<file path="config.mk">
export PLATFORM = sky130hd
export DESIGN_NAME = pwm_duty_meter_flat
export DESIGN_NICKNAME = d
export VERILOG_FILES = /design/src/rtl/pwm_duty_meter_pkg.sv /design/src/rtl/pwm_duty_meter_if.sv /design/src/rtl/pwm_duty_meter_sync_edge.sv /design/src/rtl/pwm_duty_meter.sv /design/src/flat_wrapper.sv
export SDC_FILE = /design/constraint.sdc
export NUM_CORES = 1
export LEC_CHECK = 0
export CORE_MARGIN = 8
export CORE_UTILIZATION = 57
export DETAILED_ROUTE_END_ITERATION = 8
export PLACE_DENSITY = 0.81
export SLEW_MARGIN = 0
export SYNTH_ARGS = -nofsm -noshare
export SYNTH_HDL_FRONTEND = slang
export SYNTH_SLANG_ARGS = --single-unit
</file>
<file path="constraint.sdc">
create_clock -name clk -period 3.2 [get_ports clk]
set_clock_uncertainty 0.05 [all_clocks]
set_input_delay 0.32 -clock clk [delete_from_list [all_inputs] [get_ports clk]]
set_output_delay 0.32 -clock clk [all_outputs]
set_load 0.05 [all_outputs]
</file>
<file path="src/rtl/pwm_duty_meter_pkg.sv">
// Shared definitions for the PWM duty meter: FSM state encoding, default
// sizing and the timeout timer width helper.
package pwm_duty_meter_pkg;

    localparam int CW_DEF      = 16;
    localparam int TIMEOUT_DEF = 1024;

    typedef enum logic [1:0] {
        ST_IDLE  = 2'd0,
        ST_MEAS  = 2'd1,
        ST_STUCK = 2'd2
    } meter_state_e;

    // Bits needed to hold TIMEOUT-1 in the idle down-counter.
    function automatic int tmr_width(input int timeout);
        return (timeout > 2) ? $clog2(timeout) : 1;
    endfunction

endpackage

</file>
<file path="src/rtl/pwm_duty_meter_if.sv">
// Bundle between the PWM line under test and the duty meter results.
// master = meter side (samples pwm_in, drives results),
// slave  = line owner / result consumer.
interface pwm_duty_meter_if #(
    parameter int CW = 16
);
    logic          pwm_in;
    logic [CW-1:0] high_cnt;
    logic [CW-1:0] period_cnt;
    logic          meas_valid;
    logic          stuck_high;
    logic          stuck_low;

    modport master (
        input  pwm_in,
        output high_cnt, period_cnt, meas_valid, stuck_high, stuck_low
    );

    modport slave (
        output pwm_in,
        input  high_cnt, period_cnt, meas_valid, stuck_high, stuck_low
    );
endinterface

</file>
<file path="src/rtl/pwm_duty_meter_sync_edge.sv">
// Optional 2-flop synchronizer followed by a one-clock history flop.
// Produces the settled level and single-cycle rise/fall pulses.
module pwm_duty_meter_sync_edge #(
    parameter bit SYNC_EN = 1'b1
) (
    input  logic clk,
    input  logic rst_n,
    input  logic pin_i,
    output logic s_o,
    output logic rise_o,
    output logic fall_o
);
    logic s;
    logic prev_q;

    generate
        if (SYNC_EN) begin : g_sync
            logic [1:0] sync_q;

            // Two-stage metastability filter on the asynchronous pin.
            always_ff @(posedge clk or negedge rst_n) begin
                if (!rst_n) sync_q <= 2'b00;
                else        sync_q <= {sync_q[0], pin_i};
            end

            assign s = sync_q[1];
        end else begin : g_direct
            assign s = pin_i;
        end
    endgenerate

    // One-clock history of the settled level for edge detection.
    always_ff @(posedge clk or negedge rst_n) begin
        if (!rst_n) prev_q <= 1'b0;
        else        prev_q <= s;
    end

    assign s_o    = s;
    assign rise_o = s & ~prev_q;
    assign fall_o = ~s & prev_q;

endmodule

</file>
<file path="src/rtl/pwm_duty_meter.sv">
// PWM duty meter: measures high time and rising-to-rising period of pwm_in
// in clk cycles, one result per period, and flags a line with no rising
// edge for TIMEOUT clocks as stuck high or stuck low.
//
//  state    | meaning
//  ---------+-------------------------------------------------------------
//  ST_IDLE  | after reset, counters at 0; first rise arms, timer expiry -> stuck
//  ST_MEAS  | armed, counting period/high; each rise publishes a result
//  ST_STUCK | no rise for TIMEOUT clocks; stuck flags follow the line level
module pwm_duty_meter
    import pwm_duty_meter_pkg::*;
#(
    parameter int CW      = CW_DEF,
    parameter int TIMEOUT = TIMEOUT_DEF,
    parameter bit SYNC_EN = 1'b1
) (
    input  logic             clk,
    input  logic             rst_n,
    pwm_duty_meter_if.master bus
);
    localparam int            TW       = tmr_width(TIMEOUT);
    localparam logic [CW-1:0] CNT_MAX  = '1;
    localparam logic [CW-1:0] PER_TMO  = CW'(TIMEOUT - 1);
    localparam logic [TW-1:0] IDLE_TMO = TW'(TIMEOUT - 1);

    logic s, rise, fall;

    meter_state_e  state_q;
    logic [TW-1:0] idle_tmr_q;
    logic [CW-1:0] per_c_q, hi_c_q;
    logic [CW-1:0] per_c_d, hi_c_d;
    logic          hi_frz_q;
    logic [CW-1:0] high_q, period_q;
    logic          meas_valid_q, stuck_high_q, stuck_low_q;

    pwm_duty_meter_sync_edge #(.SYNC_EN(SYNC_EN)) u_sync (
        .clk    (clk),
        .rst_n  (rst_n),
        .pin_i  (bus.pwm_in),
        .s_o    (s),
        .rise_o (rise),
        .fall_o (fall)
    );

    // Saturating increments; high time stops counting from the fall onward.
    assign per_c_d = (per_c_q == CNT_MAX) ? per_c_q : per_c_q + 1'b1;
    assign hi_c_d  = (hi_frz_q || fall || hi_c_q == CNT_MAX) ? hi_c_q : hi_c_q + 1'b1;

    // Measurement FSM with counters and registered outputs; a rise always
    // takes priority over a coincident timeout.
    always_ff @(posedge clk or negedge rst_n) begin
        if (!rst_n) begin
            state_q      <= ST_IDLE;
            idle_tmr_q   <= IDLE_TMO;
            per_c_q      <= '0;
            hi_c_q       <= '0;
            hi_frz_q     <= 1'b0;
            high_q       <= '0;
            period_q     <= '0;
            meas_valid_q <= 1'b0;
            stuck_high_q <= 1'b0;
            stuck_low_q  <= 1'b0;
        end else begin
            meas_valid_q <= 1'b0;
            case (state_q)
                ST_IDLE: begin
                    if (rise) begin
                        state_q  <= ST_MEAS;
                        per_c_q  <= CW'(1);
                        hi_c_q   <= CW'(1);
                        hi_frz_q <= 1'b0;
                    end else if (idle_tmr_q == '0) begin
                        state_q      <= ST_STUCK;
                        stuck_high_q <= s;
                        stuck_low_q  <= ~s;
                    end else begin
                        idle_tmr_q <= idle_tmr_q - 1'b1;
                    end
                end
                ST_MEAS: begin
                    if (rise) begin
                        period_q     <= per_c_q;
                        high_q       <= hi_c_q;
                        meas_valid_q <= 1'b1;
                        per_c_q      <= CW'(1);
                        hi_c_q       <= CW'(1);
                        hi_frz_q     <= 1'b0;
                        stuck_high_q <= 1'b0;
                        stuck_low_q  <= 1'b0;
                    end else if (per_c_q == PER_TMO) begin
                        state_q      <= ST_STUCK;
                        stuck_high_q <= s;
                        stuck_low_q  <= ~s;
                    end else begin
                        per_c_q <= per_c_d;
                        hi_c_q  <= hi_c_d;
                        if (fall) hi_frz_q <= 1'b1;
                    end
                end
                ST_STUCK: begin
                    if (rise) begin
                        state_q      <= ST_MEAS;
                        per_c_q      <= CW'(1);
                        hi_c_q       <= CW'(1);
                        hi_frz_q     <= 1'b0;
                        stuck_high_q <= 1'b0;
                        stuck_low_q  <= 1'b0;
                    end else begin
                        stuck_high_q <= s;
                        stuck_low_q  <= ~s;
                    end
                end
                default: state_q <= ST_IDLE;
            endcase
        end
    end

    assign bus.high_cnt   = high_q;
    assign bus.period_cnt = period_q;
    assign bus.meas_valid = meas_valid_q;
    assign bus.stuck_high = stuck_high_q;
    assign bus.stuck_low  = stuck_low_q;

endmodule

</file>
<file path="src/flat_wrapper.sv">
// flat-port wrapper written by rule: the top's interface ports become plain ports
module pwm_duty_meter_flat import pwm_duty_meter_pkg::*;
#(
    parameter int CW      = CW_DEF,
    parameter int TIMEOUT = TIMEOUT_DEF,
    parameter bit SYNC_EN = 1'b1
)
  (clk, rst_n, bus_pwm_in, bus_high_cnt, bus_period_cnt, bus_meas_valid, bus_stuck_high, bus_stuck_low);
  pwm_duty_meter_if #(.CW(CW)) bus_i ();
  input  logic clk;
  input  logic rst_n;
  input wire logic [$bits(bus_i.pwm_in)-1:0] bus_pwm_in;
  output wire logic [$bits(bus_i.high_cnt)-1:0] bus_high_cnt;
  output wire logic [$bits(bus_i.period_cnt)-1:0] bus_period_cnt;
  output wire logic [$bits(bus_i.meas_valid)-1:0] bus_meas_valid;
  output wire logic [$bits(bus_i.stuck_high)-1:0] bus_stuck_high;
  output wire logic [$bits(bus_i.stuck_low)-1:0] bus_stuck_low;
  assign bus_i.pwm_in = bus_pwm_in;
  assign bus_high_cnt = bus_i.high_cnt;
  assign bus_period_cnt = bus_i.period_cnt;
  assign bus_meas_valid = bus_i.meas_valid;
  assign bus_stuck_high = bus_i.stuck_high;
  assign bus_stuck_low = bus_i.stuck_low;
  pwm_duty_meter #(.CW(CW), .TIMEOUT(TIMEOUT), .SYNC_EN(SYNC_EN)) u_core (.clk(clk), .rst_n(rst_n), .bus(bus_i));
endmodule
</file>
After elaboration in Yosys (flattened, before gate mapping)
Cells that the tools add are included.
Word-level totals
  output and inout port bits: 35
  input port bits: 3
  word-level logic and storage cells: 86
  flip-flop bits (word level): 83
Operators by class
  bitwise gates (word level): 6
  equality and inequality tests: 17
  reduce and logical (&&, ||, !) cells: 14
  add/subtract/negate cells: 3
  muxes and demuxes: 34
Operator list (count)
  2-to-1 mux 16 bit: 7
  case mux 16 bit (2 select lines): 2
  adder 16 x 1 -> 16 bit, second input constant: 2
  equality test 16 bit, second input constant: 2
  AND reduction 4 bit: 5
  equality test 16 x 10 -> 1 bit, second input constant: 1
  2-to-1 mux 1 bit: 16
  logical NOT 10 bit: 1
  2-to-1 mux 2 bit: 5
  subtractor 10 x 1 -> 10 bit, second input constant: 1
  inequality test 3 x 1 -> 1 bit, second input constant: 3
  inequality test 3 x 2 -> 1 bit, second input constant: 3
  inequality test 2 x 1 -> 1 bit, second input constant: 4
  case mux 1 bit (3 select lines): 2
  case mux 2 bit (3 select lines): 1
  inequality test 2 bit, second input constant: 2
  NOT 1 bit: 4
  AND reduction 3 bit: 1
  nonzero test 3 bit: 1
  bitwise AND 1 bit: 2
  equality test 2 x 1 -> 1 bit, second input constant: 1
  equality test 2 bit, second input constant: 1
  logical NOT 2 bit: 1
  logical OR 1 bit: 2
  4 further kinds: 4

Longest topological paths before layout
Gate-level depths: netlist (run 1).
  word-level depth: 8
  gate-level depth with buffers: 9
  depth with buffers taken out: 7

Cells and area by module
A second synthesis (run 1) with hierarchy kept.
Unflattened totals
  cell total of the unflattened synthesis: 369
  area, all modules: 4023.9 um^2
By module, submodules not included
  pwm_duty_meter: times used 1, sequential area each 2014.4 um^2, area each 3933.8 um^2, cells each 364
  pwm_duty_meter_sync_edge: times used 1, sequential area each 75.1 um^2, area each 90.1 um^2, cells each 5

Worst setup path before layout (run 1)
OpenSTA, ideal clock, no wires.
  path type: flip-flop to flip-flop
  start: register u_core.state_q[0]
  end: register u_core.per_c_q[14]
  period minus slack after synthesis: 2.249 ns
  required time: 3.040 ns
  setup time: 0.110 ns
  stages on the path, launching flop included: 8
  slack: 0.951 ns
  arrival time: 2.089 ns
  path buffers: 2
  cells stage by stage: dfrtp_1 -> inv_1 -> ha_1 -> clkbuf_1 -> or3_1 -> clkbuf_1 -> or3_1 -> o41ai_1
Between the ends
  word-level cells in the longest chain between the ends: 4
  elaborated cells between the ends (all ways): 10
  those cells by class: eq/ne: 5; mux: 1; reduce/logical: 4
RTL lines
  from (decl): RTL line pwm_duty_meter.sv:28  | meter_state_e state_q;
  from (signal assigned): RTL line pwm_duty_meter.sv:53  | state_q <= ST_IDLE;
  from (signal assigned): RTL line pwm_duty_meter.sv:68  | state_q <= ST_MEAS;
  from (signal assigned): RTL line pwm_duty_meter.sv:73  | state_q <= ST_STUCK;
  equality test 2 bit or logical NOT 2 bit (tied branches): RTL line pwm_duty_meter.sv:65  | case (state_q)
  OR reduction 2 bit (no line)
  inequality test 2 x 1 -> 1 bit (no line) or nonzero test 2 bit (tied branches)
  AND reduction 4 bit (no line)
  to (signal assigned): RTL line pwm_duty_meter.sv:95  | per_c_q <= per_c_d;
  to (decl): RTL line pwm_duty_meter.sv:30  | logic [CW-1:0] per_c_q, hi_c_q;
Several ways; a longest one is shown, not always the timed one.
A chain may end at the register's enable or synchronous reset.

Worst setup path in the final report (run 1)
  start: register u_core.state_q[0]
  end: register u_core.hi_c_q[5]
Between the ends
  word-level cells in the longest chain between the ends: 4
  elaborated cells between the ends (all ways): 10
  those cells by class: eq/ne: 5; mux: 1; reduce/logical: 4
RTL lines
  equality test 2 bit or logical NOT 2 bit (tied branches): RTL line pwm_duty_meter.sv:65
  OR reduction 2 bit (no line)
  inequality test 2 x 1 -> 1 bit (no line) or nonzero test 2 bit (tied branches)
  AND reduction 4 bit (no line)
  to (signal assigned): RTL line pwm_duty_meter.sv:96  | hi_c_q <= hi_c_d;
  to (decl): RTL line pwm_duty_meter.sv:30
Several ways; a longest one is shown, not always the timed one.

==> metrics, run 1 <==
status completed; Crit. End Element flop; total number of yosys warnings 0; ratio of cells with drive above 1 in the final layout 17.5%; switching share of power 37.9%; die area 0.0101 mm^2; worst skew pair latency 0.36 ns; Syn Nets 387; clk slew on worst S/H paths 0.08 ns; Pre-antenna DRT Iters 4; CORE AREA 0.00710 mm^2; post_cts resized 0; FF+latch count, synth 83; RSZ-0062 raised after global routing no; combinational power share 33.8%; Die Span Y 101 um; worst-case clock buffer depth 2; htree depth 3; CTS Sinks 83; postcts setup bufs 0; DRT antenna net count 0; Finish-stage setup viols 0; vias in the first global route 3057; final hold viol count 0; minimum clock period 2.81 ns; via count of the routed design 3094; largest net degree at the start of global routing 84; Storage cell area 0.00209 mm^2; commonest cells after routing, fill and taps aside 73 x dfrtp_1, 47 x o31ai_1, 36 x clkdlybuf4s50_1; reg2reg setup slack 0.39 ns; final WL 8460 um; headroom to the max-slew limit 31.1%; dpl hpwl 5560 um; initial core utilization 57.6%; first-pass GRT wire length 14300 um; Top-Level Pins 38; antenna violations before repair 0; Req. time, crit path 3.40 ns; Worst setup SP type flop; asr flop ratio synth 100%; worst path cell trace inv_1 -> ha_1 -> or3_1 -> or3_1 -> o41ai_1; commonest non-fill, non-tap cell in the layout dfrtp_1; register area share after synthesis 51.1%; Final nets 417; Row Count 31; Via density 6.07; synthesized area 0.00409 mm^2; NetSw 1150 uW; clock share of power 25.3%; pwr dens 645 mW/mm^2; total inserted antenna cells 0; total CTS buffers 9; Peak VDD IR 582 uV; reg2reg path depth 5; Slew Viols, Final 0; Placer Congestion 0.888; IO buf count 37; crit-path max FO 17; FF-to-FF End u_core.hi_c_q[5]; Crit path largest cell delay 0.69 ns; Layout area overhead 15.5%; syn avg cell area 10.9 um^2; distinct cell type count of the synthesized netlist 43; maximum clock frequency 0.356 GHz; clk root buf clkbuf_8; multi-input combinational cell area 0.00183 mm^2; drt wl/cell 16.6 um; setup tns final 0 ns; DRC errors left 0; # Max-Cap Violations 0; Lkg Pwr 0.00205 uW; worst slew pin tran 1.03 ns; Crit-path slowest cell or3_1; worst r2r src u_core.state_q[0]; fin util 66.5%; Die X 101 um; synthesized instance count 376; Total Power 3040 uW; P_int 1890 uW; fin crit share 87.9%; initial DRC count 183; GRT overflow 0; Hold Buf Count CTS 0; overall routing resource usage 17.5%; number of synthesized flops with an enable pin 0; Critical Setup Path Class reg2reg; Synth Flop Type dfrtp_1; Critical Path AT 3.01 ns; Layout fillers 574; Reg power frac 40.9%; Hold WC Path Type in2async; most common cell type on the critical path or3_1; CTS tree yes
layer usage:
layer	part of all wire, %	track usage [%]	vias up
met5	0	0	-
met4	1.3	6.86	0
met3	5.1	4.14	9
met2	48	27.8	92
met1	45	22.6	1528
li1	-	-	1465
state kept, by name, summed over array words and instances (netlist names):
name / flops
u_core.bus.high_cnt: 16
u_core.bus.stuck_high: 1
u_core.bus.meas_valid: 1
u_core.idle_tmr_q: 10
u_core.state_q: 2
u_core.hi_frz_q: 1
u_core.u_sync.prev_q: 1
u_core.bus.period_cnt: 16
u_core.hi_c_q: 16
u_core.bus.stuck_low: 1
u_core.per_c_q: 16
u_core.u_sync.g_sync.sync_q: 2
through the flow:
step | worst slack [ns] | std cells | hold slack [ns] | instance area (um^2)
after detailed placement | 0.421 | 494 | 0.287 | 4520
after CTS | 0.400 | 510 | 0.123 | 4720
after global routing | 0.220 | 510 | 0.171 | 4720
final | 0.387 | 510 | 0.0689 | 4720
after global placement | 0.545 | 494 | 0.284 | 4520
after floorplan | 0.951 | 376 | -0.0256 | 4090
critical path: cells and delay by family (launching register included):
family / cells / cell delay [ns]
adder cells (fa/ha/maj): 1 / 0.32
buffers and inverters: 1 / 0.13
flip-flops: 1 / 0.48
AO/OA/AOI/OAI: 1 / 0.39
AND/OR/NAND/NOR: 2 / 1.34
worst max path at each step:
stage,cells past startpoint,end,slack (ns),from
final,5,u_core.hi_c_q[5],0.39,u_core.state_q[0]
after global routing,5,u_core.hi_c_q[5],0.22,u_core.state_q[0]
after CTS,5,u_core.per_c_q[7],0.40,u_core.state_q[0]
after detailed placement,5,u_core.per_c_q[7],0.42,u_core.state_q[0]
after global placement,5,u_core.hi_c_q[5],0.55,u_core.state_q[0]
after floorplan,7,u_core.per_c_q[14],0.95,u_core.state_q[0]
cell type report:
class	count	share of cell area [%]
clock buffers	10	2.92
inverters	13	1.03
multi-input cells	256	38.7
flip-flops and latches	83	44.3
clock inverters	6	1.38
repair buffers	43	9.02
well taps	99	2.63
synthesized netlist by cell type, types with 4 or more instances:
master	n	area share (%)
a21oi_1	8	0.98
a31oi_1	6	0.92
and2_1	4	0.61
and3_1	4	0.61
buf_2	11	1.3
clkbuf_1	11	1.0
dfrtp_1	73	45
dfstp_2	10	6.4
ha_1	8	2.5
inv_1	13	1.2
mux2_2	31	8.5
nand2_1	18	1.7
nand2b_1	5	0.77
nand3_1	16	2.0
nand4_1	7	1.1
nor2_1	22	2.0
nor3_1	11	1.3
o21ai_0	14	1.7
o21ai_1	4	0.49
o31ai_1	47	8.6
o41ai_1	7	1.5
or3_1	5	0.77
or4_1	5	0.92
xor2_1	6	1.3
cell families (layout without fill, tap and decap cells):
family,Yosys count,count (layout),share of synthesized area [%]
xor+xnor,8,8,1.72
mux,33,33,9.04
simple gates,108,108,13.9
buf+inv,37,72,4.10
flops,83,83,51.1
fa+ha+maj,8,8,2.45
compound gates,99,99,17.6
power by group through the flow:
stage                     Combinational (uW)  Clock, uW  Sequential, uW
after floorplan                          595          0            1410
after global placement                   988          0            1250
after detailed placement                1020          0            1260
after CTS                               1030        783            1240
after global routing                    1120        827            1260
final                                   1030        769            1240
Power figures use the tool's default switching activity.
==> inputs of run 2 (changes only) <==
Settings changed: CTS_CLUSTER_DIAMETER set to 100.
==> results of run 2 <==
Final layout, timing and power as in run 1 (identical DEF).
==> inputs of run 3 (changes only) <==
Settings changed: PLACE_DENSITY 0.81 to 0.9.
==> run 3 against run 2 <==
  * Design area rose by 0.87%
  * Combinational power hardly changed
  * Routed wire length up 4.6%
  * Non-clock buffer count is the same
  * Global-route usage grew 1.0 points
  * Count of clock-buffer cells in the layout rose by 1
  * First-iteration DRC count increased by 22%
  * Critical path depth stayed put
==> metrics, run 3 (synthesis results as in run 1) <==
status completed; DRC errors left 0 (unchanged); Final nets 417 (unchanged); CP delay by family, top simple AND/OR/NAND/NOR gates; Layout fillers 519 (-9.6%); worst-case clock buffer depth 2 (unchanged); minimum clock period 2.85 ns (+0.0384 ns); total CTS buffers 9 (unchanged); # Max-Cap Violations 0 (unchanged); maximum clock frequency 0.351 GHz (-1.3%); headroom to the max-slew limit 33.4% (+2.3 points); Slew Viols, Final 0 (unchanged); RSZ-0062 raised after global routing no; ratio of cells with drive above 1 in the final layout 17.0% (-0.49 points); Lkg Pwr 0.00208 uW (+1.5%); total inserted antenna cells 0 (unchanged); CP Buf/Inv Count 1 (unchanged); Worst setup SP type flop; worst skew pair latency 0.37 ns (about the same); IO buf count 37 (unchanged); Placer Congestion 0.824 (-7.2%); setup tns final 0 ns (unchanged); clk slew on worst S/H paths 0.08 ns (about the same); die area 0.0101 mm^2 (unchanged); via count of the routed design 3171 (+2.5%); initial core utilization 57.6% (unchanged); Die X 101 um (unchanged); Req. time, crit path 3.40 ns (about the same); Row Count 31 (unchanged); drt wl/cell 17.4 um (+4.6%); largest net degree at the start of global routing 84 (unchanged); DRT antenna net count 0 (unchanged); postcts setup bufs 0 (unchanged); fin crit share 89.1% (+1.2 points); commonest non-fill, non-tap cell in the layout dfrtp_1; Top-Level Pins 38 (unchanged); setup slack after layout 0.349 ns (-0.0384 ns); worst path cell trace inv_1 -> ha_1 -> or3_1 -> or3_1 -> o41ai_1; Critical Path AT 3.05 ns (+0.04 ns); worst slew pin tran 0.999 ns (-0.0343 ns); vias in the first global route 3219 (+5.3%); Peak VDD IR 706 uV (+21%); Via density 6.22 (+2.5%); Setup WS pre-CTS 0.386 ns (-0.0349 ns); Finish-stage setup viols 0 (unchanged); crit-path max FO 17 (unchanged); antenna violations before repair 0 (unchanged); Critical Setup Path Class reg2reg; final WL 8850 um (+4.6%); Pre-antenna DRT Iters 5 (+1); dpl hpwl 5660 um (+1.8%); Crit path largest cell delay 0.67 ns (-0.02 ns); multi-input combinational cell area 0.00183 mm^2 (unchanged); CTS Sinks 83 (unchanged); Hold WC Path Type in2async; commonest cells after routing, fill and taps aside 73 x dfrtp_1, 47 x o31ai_1, 36 x clkdlybuf4s50_1; Crit-path slowest cell or3_1; htree depth 3 (unchanged); post_cts resized 0 (unchanged); CTS tree yes; most common cell type on the critical path or3_1; Crit. End Element flop; initial DRC count 224 (+22%); Die Span Y 101 um (unchanged); clk root buf clkbuf_8; Storage cell area 0.00209 mm^2 (unchanged); first-pass GRT wire length 15200 um (+6.3%); overall routing resource usage 18.5% (+1.0 points); CORE AREA 0.00710 mm^2 (unchanged); Hold Buf Count CTS 0 (unchanged); GRT overflow 0 (unchanged); pwr dens 682 mW/mm^2 (+5.8%); final hold viol count 0 (unchanged); Layout area overhead 16.5%
-- run 3: final cells by class --
class,count,area share [%]
timing repair buffer,43,8.68
sequential,83,43.9
clock buffer,11,2.76
clock inverter,5,2.63
multi-input combinational,256,38.4
inverter,13,1.03
tap,99,2.60
-- run 3: metrics by stage --
| step | hold WS (ns) | total power, uW | utilization (%) | cell area [um^2] | cells |
|---|---|---|---|---|---|
| 2_1_floorplan | -0.0256 | 2000 | - | 4090 | 376 |
| 3_3_place_gp | 0.284 | 2230 | 63.4 | 4500 | 494 |
| 3_5_place_dp | 0.297 | 2270 | 63.4 | 4500 | 494 |
| 4_1_cts | 0.113 | 3250 | 67.1 | 4760 | 510 |
| 5_1_grt | 0.173 | 3410 | 67.1 | 4760 | 510 |
| 6_report | 0.0589 | 3250 | 67.1 | 4760 | 510 |
-- run 3: where the power goes --
group | switching [uW] | internal [uW] | total [uW] | leakage (uW)
combinational | 672 | 360 | 1030 | 0.000862
clock | 375 | 597 | 971 | 0.000128
sequential | 96.9 | 1150 | 1240 | 0.00109
total | 1140 | 2100 | 3250 | 0.00208
-- run 3: worst paths after layout --
path	to	slack [ns]	startpoint	cells past startpoint
max in group asynchronous	u_core.hi_c_q[1]	2.39	rst_n	1
max reg2reg	u_core.hi_c_q[5]	0.35	u_core.state_q[0]	5
max	u_core.hi_c_q[5]	0.35	u_core.state_q[0]	5
min in group clk	u_core.u_sync.g_sync.sync_q[1]	0.31	u_core.u_sync.g_sync.sync_q[0]	0
min reg2reg	u_core.u_sync.g_sync.sync_q[1]	0.31	u_core.u_sync.g_sync.sync_q[0]	0
min	u_core.bus.high_cnt[4]	0.06	rst_n	1
-- run 3: per-layer routing --
metal | wire length [um] | vias up | part of all wire, % | GRT usage, %
met4 | 182 | 0 | 2.1 | 8.84
met2 | 4350 | 125 | 49 | 30.0
met5 | 0 | - | 0 | 0
met1 | 3690 | 1563 | 42 | 22.6
li1 | - | 1465 | - | -
met3 | 635 | 18 | 7.2 | 4.77
